`src/rtl/layer_mem_arbiter.sv`:
```
// Round-robin arbiter sharing the layer-memory port between the conv writer (0) and pooling engine (1).
// Grant is combinational; memory strobes register one cycle later; read data returns to its issuer three cycles after the grant.
module layer_mem_arbiter #(
   parameter int AW       = 12,
   parameter int DW       = 20,
   parameter int MAX_LOCK = 4
) (
   input  logic          clk,
   input  logic          reset,
   input  logic          req0_valid,
   output logic          req0_ready,
   input  logic          req0_we,
   input  logic [2:0]    req0_sel,
   input  logic [AW-1:0] req0_addr,
   input  logic [DW-1:0] req0_wdata,
   input  logic          req0_lock,
   output logic          rsp0_valid,
   output logic [DW-1:0] rsp0_data,
   input  logic          req1_valid,
   output logic          req1_ready,
   input  logic          req1_we,
   input  logic [2:0]    req1_sel,
   input  logic [AW-1:0] req1_addr,
   input  logic [DW-1:0] req1_wdata,
   input  logic          req1_lock,
   output logic          rsp1_valid,
   output logic [DW-1:0] rsp1_data,
   output logic          cwr,
   output logic          crd,
   output logic [AW-1:0] caddr_wr,
   output logic [AW-1:0] caddr_rd,
   output logic [DW-1:0] cdata_wr,
   output logic [2:0]    csel,
   input  logic [DW-1:0] cdata_rd,
   output logic          idle
);

   localparam int CW = (MAX_LOCK < 1) ? 1 : $clog2(MAX_LOCK + 1);
   localparam logic [CW-1:0] MAX_CNT = CW'(MAX_LOCK);

   logic          last;
   logic          lock_on;
   logic          lock_who;
   logic [CW-1:0] lock_cnt;
   logic          lock_live;
   logic          gnt0, gnt1, hs, gidx;
   logic          g_we, g_lock;
   logic [2:0]    g_sel;
   logic [AW-1:0] g_addr;
   logic [DW-1:0] g_wdata;
   logic [CW-1:0] eff_cnt;
   logic          can_extend;
   logic [2:0]    tag_v;
   logic [2:0]    tag_n;

   always_comb begin
      lock_live = lock_on & (lock_who ? req1_valid : req0_valid);
      gnt0 = 1'b0;
      gnt1 = 1'b0;
      if (!reset) begin
         if (req0_valid && !req1_valid) begin
            gnt0 = 1'b1;
         end else if (req1_valid && !req0_valid) begin
            gnt1 = 1'b1;
         end else if (req0_valid && req1_valid) begin
            if (lock_live) begin
               gnt0 = ~lock_who;
               gnt1 = lock_who;
            end else begin
               // last == 1 means requester 0 is next in line
               gnt0 = last;
               gnt1 = ~last;
            end
         end
      end
   end

   assign req0_ready = gnt0;
   assign req1_ready = gnt1;
   assign hs         = gnt0 | gnt1;
   assign gidx       = gnt1;
   assign g_we       = gidx ? req1_we    : req0_we;
   assign g_lock     = gidx ? req1_lock  : req0_lock;
   assign g_sel      = gidx ? req1_sel   : req0_sel;
   assign g_addr     = gidx ? req1_addr  : req0_addr;
   assign g_wdata    = gidx ? req1_wdata : req0_wdata;

   // A lock count only carries over when the same requester keeps the port
   assign eff_cnt    = (lock_on && (lock_who == gidx)) ? lock_cnt : '0;
   assign can_extend = g_lock && (eff_cnt < MAX_CNT);

   always_ff @(posedge clk or posedge reset) begin
      if (reset) begin
         last     <= 1'b1;
         lock_on  <= 1'b0;
         lock_who <= 1'b0;
         lock_cnt <= '0;
      end else if (hs) begin
         last <= gidx;
         if (can_extend) begin
            lock_on  <= 1'b1;
            lock_who <= gidx;
            lock_cnt <= eff_cnt + CW'(1);
         end else begin
            lock_on  <= 1'b0;
            lock_cnt <= '0;
         end
      end else if (lock_on && !lock_live) begin
         lock_on  <= 1'b0;
         lock_cnt <= '0;
      end
   end

   always_ff @(posedge clk or posedge reset) begin
      if (reset) begin
         cwr      <= 1'b0;
         crd      <= 1'b0;
         caddr_wr <= '0;
         caddr_rd <= '0;
         cdata_wr <= '0;
         csel     <= '0;
      end else begin
         cwr <= hs & g_we;
         crd <= hs & ~g_we;
         if (hs) begin
            csel <= g_sel;
            if (g_we) begin
               caddr_wr <= g_addr;
               cdata_wr <= g_wdata;
            end else begin
               caddr_rd <= g_addr;
            end
         end
      end
   end

   // Stage 1 lines up with cdata_rd from the memory; stage 2 covers the response cycle
   always_ff @(posedge clk or posedge reset) begin
      if (reset) begin
         tag_v      <= '0;
         tag_n      <= '0;
         rsp0_valid <= 1'b0;
         rsp1_valid <= 1'b0;
         rsp0_data  <= '0;
         rsp1_data  <= '0;
      end else begin
         tag_v      <= {tag_v[1:0], hs & ~g_we};
         tag_n      <= {tag_n[1:0], gidx};
         rsp0_valid <= tag_v[1] & ~tag_n[1];
         rsp1_valid <= tag_v[1] & tag_n[1];
         if (tag_v[1] && !tag_n[1]) rsp0_data <= cdata_rd;
         if (tag_v[1] && tag_n[1])  rsp1_data <= cdata_rd;
      end
   end

   assign idle = ~hs & ~(|tag_v);

endmodule

```
`config.mk`:
```
export PLATFORM = sky130hd
export DESIGN_NAME = layer_mem_arbiter
export DESIGN_NICKNAME = d
export VERILOG_FILES = /design/src/rtl/layer_mem_arbiter.sv
export SDC_FILE = /design/constraint.sdc
export NUM_CORES = 1
export LEC_CHECK = 0
export CORE_ASPECT_RATIO = 1.4
export CORE_MARGIN = 1.5
export CORE_UTILIZATION = 25
export CTS_BUF_LIST = sky130_fd_sc_hd__clkbuf_4
export DETAILED_ROUTE_END_ITERATION = 7
export SYNTH_ARGS = -nofsm -noshare
export SYNTH_HDL_FRONTEND = slang
export SYNTH_SLANG_ARGS = --single-unit
```
`constraint.sdc`:
```
create_clock -name clk -period 7.17 [get_ports clk]
set_input_delay 1.434 -clock clk [delete_from_list [all_inputs] [get_ports clk]]
set_output_delay 1.434 -clock clk [all_outputs]
set_load 0.05 [all_outputs]
```
# After elaboration in Yosys (flattened, before gate mapping)
# Cells that the tools add are included.
dict set report word_totals {
  reg_bits 102
  in_bits 98
  output_inout_bits 94
  wordCells 72
}
dict set report classes {
  add_sub_neg 1
  magnitude_cmp 1
  eq_ne 1
  mux 23
  n_bitwise 13
  reduce_logical 17
}
# op count
set op_table {}
lappend op_table {{$mux W20} 1}
lappend op_table {{$mux W1} 16}
lappend op_table {{$mux W3} 5}
lappend op_table {{$mux W12} 1}
lappend op_table {{$logic_and A1 B1 Y1} 8}
lappend op_table {{$and A1 B1 Y1} 6}
lappend op_table {{$not A1 Y1} 6}
lappend op_table {{$reduce_and A2 Y1} 3}
lappend op_table {{$logic_not A1 Y1} 4}
lappend op_table {{$add A3 B1 Y3 const B} 1}
lappend op_table {{$lt A3 B3 Y1 const B} 1}
lappend op_table {{$reduce_or A3 Y1} 1}
lappend op_table {{$reduce_bool A2 Y1} 1}
lappend op_table {{$eq A1 B1 Y1} 1}
lappend op_table {{$or A1 B1 Y1} 1}

# Logic depth before layout (Yosys ltp)
dict set report logic_depth {
  word_depth 14
  depth_mapped 7
  mapped_depth_nobuf 7
}

# Worst setup path before layout
# No wires, ideal clock.
dict set report synth_path {
  path_kind {input to output}
  start {input port reset}
  end {output port req0_ready}
  arrival_ns 4.159
  t_required_ns 5.736
  path_slack_ns 1.577
  cell_stages 4
  path_buffers 0
  path_cell_list {inv_1 nand2_1 a21o_1 inv_2}
}
dict set report synth_between {
  elab_chain_len 1
}
# item line
set synth_lines {}
lappend synth_lines {{start: declaration} 9} ;# input logic reset,
lappend synth_lines {{$mux W1} 60} ;# if (!reset) begin
lappend synth_lines {{end: declaration} 11} ;# output logic req0_ready,
# No other way between the ends.

# Worst setup path after layout
dict set report layout_path {
  start {input port req1_valid}
  end {output port req1_ready}
}
dict set report layout_between {
  elab_chain_len 7
  elab_cells_between_ends 11
  classes_between {6 x mux; 1 x bitwise; 4 x reduce/logical}
}
# item line
set layout_lines {}
lappend layout_lines {{start: declaration} 19} ;# input logic req1_valid,
lappend layout_lines {{$mux W1} 57} ;# lock_live = lock_on & (lock_who ? req1_valid : req0_valid);
lappend layout_lines {{$and A1 B1 Y1} 57}
lappend layout_lines {{$mux W1} 66} ;# if (lock_live) begin
lappend layout_lines {{$mux W1} 65} ;# end else if (req0_valid && req1_valid) begin
lappend layout_lines {{$mux W1} 63} ;# end else if (req1_valid && !req0_valid) begin
lappend layout_lines {{$mux W1 (*)} 61} ;# if (req0_valid && !req1_valid) begin
lappend layout_lines {{$mux W1 (*)} 60}
lappend layout_lines {{end: declaration} 20} ;# output logic req1_ready,
# Every way passes the cells marked *; elsewhere a longest branch is shown, timed or not.

==> impl_metrics.ini <==
[clock_tree]
clkLatencyLatePin_ns = 0.45
numCtsBuffers = 9
post-cts-setup-buffers = 0
cts_resized = 0
htreeDepth = 3
cts_buffer_depth = 2
clk_pin_slew_ns = 0.16
cts-root-buf = clkbuf_4
cts_hold_buffers = 0
cts_sinks = 101
cts_tree = built

[routing]
vias = 3072
first_pass_iters = 4
detail_route.wl_per_cell_um = 15.6
routed_wl_um = 10800
via_per_inst = 4.45
drt_iter0_markers = 85
drc_errors = 0
drtAntennaViolNets = 0

[min_path]
hold_start = tag_n[0]
hold_path.class = reg2reg
hold_depth = 0
hold_path_end = tag_n[1]

[timing]
rsz0062_at_grt = false
tightest_slew_ns = 1.15
fin_crit_ns = 5.13
finalSetupViolCount = 0
skew_ns = 0.0184
fmax_ghz = 0.195
setup-tns-final_ns = 0
maxSlewViolCount = 0
fin_crit_sh_pct = 71.6
report.final.hold_viol_count = 0
slew_headroom_pct = 23.5

[global_routing]
grt_overflow = 0
grt_max_degree = 64
grtUsageTotal_pct = 12.1
grt_pass1_vias = 3354
grt_pass1_wl_um = 16800
antenna_found_initial = 1

[worst_setup_path]
endpoint_kind = output pin
critical_path_class = in2out
critPathLaunchType = input port
r2r_slack_ns = 4.42
worstPathMaxFanout = 38
worst-endpoint-required_ns = 5.74
r2r_end = cdata_wr[18]
worstPathArrival_ns = 3.70
reg2regPathDepth = 8
worstReg2RegStart = last

[finish]
syn2layout_area_growth_pct = 51.6
drive_gt1_share_pct = 21.8
num-fill-cells = 1650
fin_area_um2 = 6540
fin_nets = 581

[placed_design]
port_buffers = 191
dpl_cell_area_um2 = 6420
gp_congestion = 0.772
place_hpwl_um = 7860

[floorplanning]
die_w_um = 114
rows = 56
core_region_area_um2 = 16800
initial_core_util_pct = 25.6
die_h_um = 158
dieArea_um2 = 18100
io_pins = 192

[logic_synthesis]
syn-cell-area_um2 = 4310
synth-seq-area-share_pct = 58.6
synth_seq_cells = 101
yosysWarnings = 0
synth.distinct_cells = 33
synth.area.top_cells = dfrtp_1 (58%), mux2_2 (18%), mux2_1 (11%), mux2_4 (2.1%), nor2_1 (1.3%)
synth_common_cells = dfrtp_1 (100), mux2_2 (70), mux2_1 (41)
synth_most_common_cell = dfrtp_1
syn-num-nets = 388
synth.top_cell.area_share_pct = 58.0
synth_ff_type = dfrtp_1
async_flop_share_pct = 100
synthCells = 289
yosys.area.top_type = dfrtp_1
synth_edf_count = 0
postSynthAreaPerCell_um2 = 14.9

[outcome]
status = finished, final reports clean

[power_and_ir_drop]
ir_drop_mv = 0.155
p_per_area_nw_per_um2 = 327
p_leak_nw = 2.72

[run]
drv_cap = 0
[per-layer routing]
metal,track usage (%),share of wire (%),wire (µm),up-vias
li1,-,-,-,1405
met1,13.7,40,4340,1513
met2,20.8,50,5380,143
met3,4.53,8.6,930,11
met4,4.11,1.1,117,0
met5,0,0,0,-
[how the worst max path moves through the flow]
| stage | slack, ns | depth (start not counted) | startpoint | to |
|---|---|---|---|---|
| after global placement | 2.07 | 6 | req1_valid | req1_ready |
| after detailed placement | 2.01 | 6 | req1_valid | req1_ready |
| after CTS | 2.01 | 6 | req1_valid | req1_ready |
| after floorplan | 1.58 | 4 | reset | req0_ready |
| after global routing | 1.90 | 6 | req1_valid | req1_ready |
| final | 2.04 | 6 | req1_valid | req1_ready |
[worst max-delay path, stage by stage]
cell and delay [ns]:
clkdlybuf4s50_1 0.54, nor2b_1 0.36, nand2_2 0.08, buf_4 0.29, inv_2 0.17, clkdlybuf4s50_1 0.82
[sequential cells by signal, summed over array words and instances, names as in the netlist]
name / count
lock_on: 1
tag_v: 3
rsp1_valid: 1
rsp0_valid: 1
caddr_rd: 12
last: 1
lock_who: 1
rsp1_data: 20
caddr_wr: 12
tag_n: 2
lock_cnt: 3
rsp0_data: 20
cdata_wr: 20
csel: 3
cwr: 1
[final cells by class]
cell class / instances / area [µm²] / area share, %
inverter: 10 / 40.0 / 0.613
antenna: 1 / 2.50 / 0.0383
clock inverter: 4 / 25.0 / 0.383
clock buffer: 12 / 90.1 / 1.38
timing repair buffer: 194 / 1930 / 29.6
multi-input combinational: 166 / 1660 / 25.4
sequential: 101 / 2530 / 38.7
tap: 203 / 254 / 3.89
[cells in the final DEF (no fill, tap or decap), types with 4 or more instances in the layout]
| cell type | count |
|---|---|
| clkbuf_4 | 12 |
| clkdlybuf4s50_1 | 191 |
| dfrtp_1 | 100 |
| inv_1 | 6 |
| mux2_1 | 41 |
| mux2_2 | 70 |
| mux2_4 | 6 |
| nand2_1 | 4 |
| nor2_1 | 15 |
[where the power goes]
part	total (mW)	leakage (nW)	internal [mW]	switching, mW
logic	1.08	1.46	0.408	0.672
registers	0.787	1.20	0.713	0.0741
clock network	0.270	0.0633	0.0823	0.187
total	2.14	2.72	1.20	0.933
[per-stage QoR]
stage               hold WS [ns]  std cells  util [%]  setup WS (ns)  total power [mW]
global route               0.405        691      38.9           1.90              2.25
detailed placement         0.369        674      38.2           2.01              1.89
CTS                        0.410        690      38.8           2.01              2.17
floorplan                  0.331        289         -           1.58              1.49
global placement           0.395        674      38.2           2.07              1.88
finish                     0.409        691      38.9           2.04              2.14
[kinds of logic (layout without fill, tap and decap cells)]
group / count (synthesis) / after routing / synth area share, %
flip-flops: 101 / 101 / 58.6
multiplexers: 117 / 117 / 31.1
other: 0 / 1 / 0
buffers and inverters: 22 / 220 / 2.84
adder cells (fa/ha/maj): 1 / 1 / 0.290
AO/OA/AOI/OAI: 18 / 18 / 3.89
AND/OR/NAND/NOR: 30 / 30 / 3.25
(Power assumes the default switching activity.)
